==> src/rtl/audio_pkg.sv <==
// rtl/audio_pkg.sv - shared state encoding and default constants for the audio receive path
package audio_pkg;

  typedef enum logic [1:0] {
    IDLE,
    MEASURE,
    REPORT
  } tone_state_t;

  localparam int unsigned DEF_CLK_HZ         = 27000000;
  localparam int unsigned DEF_TIMEOUT_CYCLES = 1350000;
  localparam int unsigned DEF_FILT           = 4;

endpackage

==> src/rtl/sig_filter.sv <==
// rtl/sig_filter.sv - input synchronizer, glitch filter and registered rising-edge pulse
module sig_filter
  import audio_pkg::*;
#(
  parameter int unsigned FILT = DEF_FILT
) (
  input  logic clk,
  input  logic resetn,
  input  logic din,
  output logic rise
);

  localparam int unsigned RUN_W = (FILT > 1) ? $clog2(FILT) : 1;
  localparam logic [RUN_W-1:0] RUN_LAST = RUN_W'(FILT - 1);

  logic             sync1;
  logic             sync2;
  logic             lvl;
  logic             lvl_d;
  logic [RUN_W-1:0] run;

  // lvl only follows sync2 once the disagreement has lasted FILT cycles in a row
  always_ff @(posedge clk or negedge resetn) begin
    if (!resetn) begin
      sync1 <= 1'b0;
      sync2 <= 1'b0;
      lvl   <= 1'b0;
      lvl_d <= 1'b0;
      run   <= '0;
      rise  <= 1'b0;
    end else begin
      sync1 <= din;
      sync2 <= sync1;
      lvl_d <= lvl;
      rise  <= lvl & ~lvl_d;
      if (sync2 != lvl) begin
        if (run == RUN_LAST) begin
          lvl <= sync2;
          run <= '0;
        end else begin
          run <= run + 1'b1;
        end
      end else begin
        run <= '0;
      end
    end
  end

endmodule

==> src/rtl/tone_detector.sv <==
// rtl/tone_detector.sv - measures and averages the period of a 1-bit square wave, flags silence
module tone_detector
  import audio_pkg::*;
#(
  parameter int unsigned CLK_HZ         = DEF_CLK_HZ,
  parameter int unsigned PERIOD_W       = 24,
  parameter int unsigned TIMEOUT_CYCLES = DEF_TIMEOUT_CYCLES,
  parameter int unsigned FILT           = DEF_FILT,
  parameter int unsigned AVG_LOG2       = 2
) (
  input  logic                clk,
  input  logic                resetn,
  input  logic                enable,
  input  logic                audio_in,
  output logic [PERIOD_W-1:0] period,
  output logic                period_valid,
  output logic                tone_present,
  output logic                overflow
);

  localparam int unsigned ACC_W = PERIOD_W + AVG_LOG2;
  localparam int unsigned NS_W  = AVG_LOG2 + 1;
  localparam logic [NS_W-1:0]     NS_FULL = NS_W'(1 << AVG_LOG2);
  localparam logic [PERIOD_W-1:0] TMO     = PERIOD_W'(TIMEOUT_CYCLES);

  if (CLK_HZ == 0 || FILT < 1 || 64'(TIMEOUT_CYCLES) >= (64'd1 << PERIOD_W)) begin : g_bad_cfg
    $error("tone_detector: invalid parameter set");
  end

  tone_state_t         state;
  logic [PERIOD_W-1:0] cnt;
  logic [ACC_W-1:0]    acc;
  logic [NS_W-1:0]     nsamp;
  logic                rise;

  logic [ACC_W-1:0]    acc_sum;
  logic [NS_W-1:0]     ns_next;

  sig_filter #(.FILT(FILT)) u_filt (
    .clk   (clk),
    .resetn(resetn),
    .din   (audio_in),
    .rise  (rise)
  );

  // REPORT empties the accumulator in the same cycle, so a coincident rise starts a fresh batch
  always_comb begin
    acc_sum = ((state == REPORT) ? '0 : acc) + ACC_W'(cnt);
    ns_next = ((state == REPORT) ? '0 : nsamp) + 1'b1;
  end

  always_ff @(posedge clk or negedge resetn) begin
    if (!resetn) begin
      state        <= IDLE;
      cnt          <= '0;
      acc          <= '0;
      nsamp        <= '0;
      period       <= '0;
      period_valid <= 1'b0;
      tone_present <= 1'b0;
      overflow     <= 1'b0;
    end else if (!enable) begin
      state        <= IDLE;
      cnt          <= '0;
      acc          <= '0;
      nsamp        <= '0;
      period       <= '0;
      period_valid <= 1'b0;
      tone_present <= 1'b0;
      overflow     <= 1'b0;
    end else begin
      period_valid <= 1'b0;
      case (state)
        IDLE: begin
          cnt   <= '0;
          acc   <= '0;
          nsamp <= '0;
          if (rise) begin
            cnt   <= PERIOD_W'(1);
            state <= MEASURE;
          end
        end
        MEASURE, REPORT: begin
          if (state == REPORT) begin
            period       <= PERIOD_W'(acc >> AVG_LOG2);
            period_valid <= 1'b1;
            tone_present <= 1'b1;
            acc          <= '0;
            nsamp        <= '0;
          end
          // a rise landing on the timeout cycle still counts as a sample
          if (rise) begin
            acc   <= acc_sum;
            nsamp <= ns_next;
            cnt   <= PERIOD_W'(1);
            state <= (ns_next == NS_FULL) ? REPORT : MEASURE;
          end else if (cnt == TMO) begin
            state        <= IDLE;
            tone_present <= 1'b0;
            period       <= '0;
            if (tone_present) overflow <= 1'b1;
          end else begin
            if (!(&cnt)) cnt <= cnt + 1'b1;
            state <= MEASURE;
          end
        end
        default: state <= IDLE;
      endcase
    end
  end

endmodule

==> config.mk <==
export PLATFORM = sky130hd
export DESIGN_NAME = tone_detector
export DESIGN_NICKNAME = d
export VERILOG_FILES = /design/src/rtl/audio_pkg.sv /design/src/rtl/sig_filter.sv /design/src/rtl/tone_detector.sv
export SDC_FILE = /design/constraint.sdc
export NUM_CORES = 1
export LEC_CHECK = 0
export BUFFER_PORTS_ARGS = -buffer_cell sky130_fd_sc_hd__clkbuf_2
export CORE_UTILIZATION = 56
export DETAILED_ROUTE_END_ITERATION = 10
export PLACE_DENSITY = 0.77
export SYNTH_ARGS = -nofsm -noshare
export SYNTH_HDL_FRONTEND = slang
export SYNTH_SLANG_ARGS = --single-unit
==> constraint.sdc <==
create_clock -name clk -period 4.31 [get_ports clk]
set_input_delay 0.862 -clock clk [delete_from_list [all_inputs] [get_ports clk]]
set_output_delay 0.862 -clock clk [all_outputs]
set_load 0.02 [all_outputs]
==> metrics.yaml <==
synth_edf_count: 0
core-area_um2: 10420
synth_cell_types: 69
period_needed_ns: 3.714
r2r-start: "state[0]"
yosys_warnings: 0
regArea_um2: 2227
avgSynthCellArea_um2: 8.180
clock-sinks: 89
power_density_nw_per_um2: 279.9
crit_chain: "inv_1, ha_2, nor2b_1, ha_1, fa_1, a31oi_1, or2_1, nor4_1, nor4_1, a211oi_1, o21a_1, o21ai_0, nand3_1, a32o_1"
cts.reportedPaths.clkPinSlew_ns: 0.10
io_pins: 31
worstHoldPathCells: 0
postCtsSetupRepairBufs: 0
setup_viol: 0
rows: 37
ff2ff_setup_slack_ns: 0.60
cts_tree: "built"
timing.rr.end: "acc[22]"
io_buffers: 30
die_h_um: 106.2
worst_pin_slew_ns: 1.219
wire_per_inst_um: 17.10
hold_violations: 0
synth.ff_latch_count: 89
drc: 0
grt_pass1_vias: 5004
grt_start_max_net_pins: 60
synth_top_area_share: 0.3660
relSlewSlack: 0.1872
diodes: 0
area_growth_pct: 5.448
max_cap_violations: 0
crit_fanout: 5
p_leak_nw: 2.695
synth.area.top_cells: "dfrtp_1 37%, nand2_1 6.8%, o21ai_0 5.2%, xnor2_1 4.7%, a21oi_1 4.5%"
cts_buffer_depth: 2
drtIter0Drc: 405
cts_resized: 0
synth_commonest_cells: "111 x nand2_1, 89 x dfrtp_1, 63 x o21ai_0, 61 x nor2_1, 55 x a21oi_1"
grt_setup_unrepaired: "false"
post-dp-hpwl_um: 10300
fillCellCount: 912
fmax_ghz: 0.2693
critPathLaunchType: "register"
synth_top_cell_by_area: "dfrtp_1"
syn_area_um2: 6086
routed_via_density: 6.084
cts_made_buffers: 9
antenna_left: 0
die_width_um: 106.2
htree_levels: 3
maxSlewViolCount: 0
slowest_stage: "nor4_1"
critPathRequiredTime_ns: 4.59
initial_core_util: 0.5843
cts_root_buf: "clkbuf_8"
synth_cells: 744
end_kind: "register"
critPathMaxStageDelay_ns: 0.70
insertion_delay_ns: 0.39
endpoint: "acc[22]"
synth_nets: 766
overflow: 0
ir_drop_mv: 0.2060
gp_congestion: 0.9157
critPathKind: "reg -> reg"
critPathMostFrequentCell: "nor4_1"
status: "complete, no violations"
rr_worst_depth: 14
tns_ns: 0
synth-async-reset-ratio: 1.000
track_usage: 0.2818
dr.pass1.iters: 6
finalCritPeriodShare: 0.8616
postCtsHoldBufs: 0
die_area_um2: 11290
drive_above_1_share: 0.09299
vias: 5342
drt_wl_total_um: 15010
antenna_found_initial: 0
hold_ws_ns: 0.3605
crit_path_start: "state[0]"
hold_path_class: "reg -> reg"
place_ws_ns: 0.7491
synth.most_common_cell: "nand2_1"
finClkSkew_ns: 0.01587
final_nets: 759
yosysSeqAreaShare: 0.3660
arrival_ns: 3.99
synthFlopType: "dfrtp_1"
fin_ws_ns: 0.5963
multiInputGateArea_um2: 3526
grt_pass1_wl_um: 25000
-- worst min-delay path by stage --
stage	slack, ns	start	endpoint
after global placement	0.34	u_filt.sync1	u_filt.sync2
after CTS	0.36	u_filt.sync1	u_filt.sync2
after detailed placement	0.34	u_filt.sync1	u_filt.sync2
after floorplan	0.33	u_filt.sync1	u_filt.sync2
after global routing	0.36	u_filt.sync1	u_filt.sync2
final	0.36	u_filt.sync1	u_filt.sync2
-- report_power, final --
part / switching [mW] / internal [mW]
registers: 0.0401 / 0.867
logic: 0.186 / 0.0722
clock network: 0.340 / 0.291
-- state kept, by name, summed over array words and instances, names as in the netlist --
register	flops
acc	26
cnt	24
period	24
nsamp	3
state	2
u_filt.run	2
overflow	1
period_valid	1
tone_present	1
u_filt.lvl	1
u_filt.lvl_d	1
u_filt.rise	1
u_filt.sync1	1
u_filt.sync2	1
-- cell families (layout without fill, tap and decap cells) --
kind of cell,Yosys count,in the layout,synth area share
xor+xnor,55,55,0.07915
fa+ha+maj,28,28,0.05571
flops,89,89,0.3660
simple gates,287,287,0.2270
compound gates,204,204,0.2130
buf+inv,79,77,0.05571
mux,2,2,0.003495
-- layout make-up --
type	instances	area share
Clock inverter	6	0.01131
Timing Repair Buffer	34	0.02847
Inverter	27	0.01579
Multi-Input combinational cell	576	0.5494
Sequential cell	89	0.3470
Tap cell	136	0.02652
Clock buffer	10	0.02145
-- critical path: cells and delay by family (launching register included) --
family / cells / cell delay [ns]
adders and majority gates: 3 / 0.86
DFF: 1 / 0.41
and+or+nand+nor: 5 / 1.08
AOI/OAI and AO/OA: 5 / 1.12
buffers and inverters: 1 / 0.12
-- stage by stage --
stage          std cells  power [mW]    util  cell area [um^2]
5_1_grt              878       1.859  0.6161              6417
6_report             878       1.796  0.6161              6417
3_3_place_gp         862       1.160  0.5959              6207
3_5_place_dp         862       1.175  0.5959              6207
2_1_floorplan        744       1.085       -              6090
4_1_cts              878       1.795  0.6161              6417
-- routing by layer --
metal  vias to the layer above  GRT usage  wire length [um]
li1                       2564          -                 -
met1                      2567     0.3820              6747
met2                       180     0.4508              7087
met3                        31    0.03004               809
met4                         0     0.1359               366
met5                         -          0                 0
-- layout by cell type, fill, tap and decap left out, types with 6 or more instances in the layout --
master	synthesis	layout
nand2_1	111	111
dfrtp_1	89	89
o21ai_0	63	63
nor2_1	61	61
a21oi_1	55	55
xnor2_1	33	33
nor2b_1	33	33
clkbuf_2	1	29
inv_1	27	27
xor2_1	22	22
nand3_1	16	16
ha_1	17	16
o211ai_1	14	14
nor3_1	12	12
and2_1	11	11
clkbuf_8	0	10
a31oi_1	9	9
o22ai_1	8	8
a22oi_1	7	7
or3_1	7	7
a22o_1	6	6
nand4_1	6	6
Power figures use the tool's default switching activity.
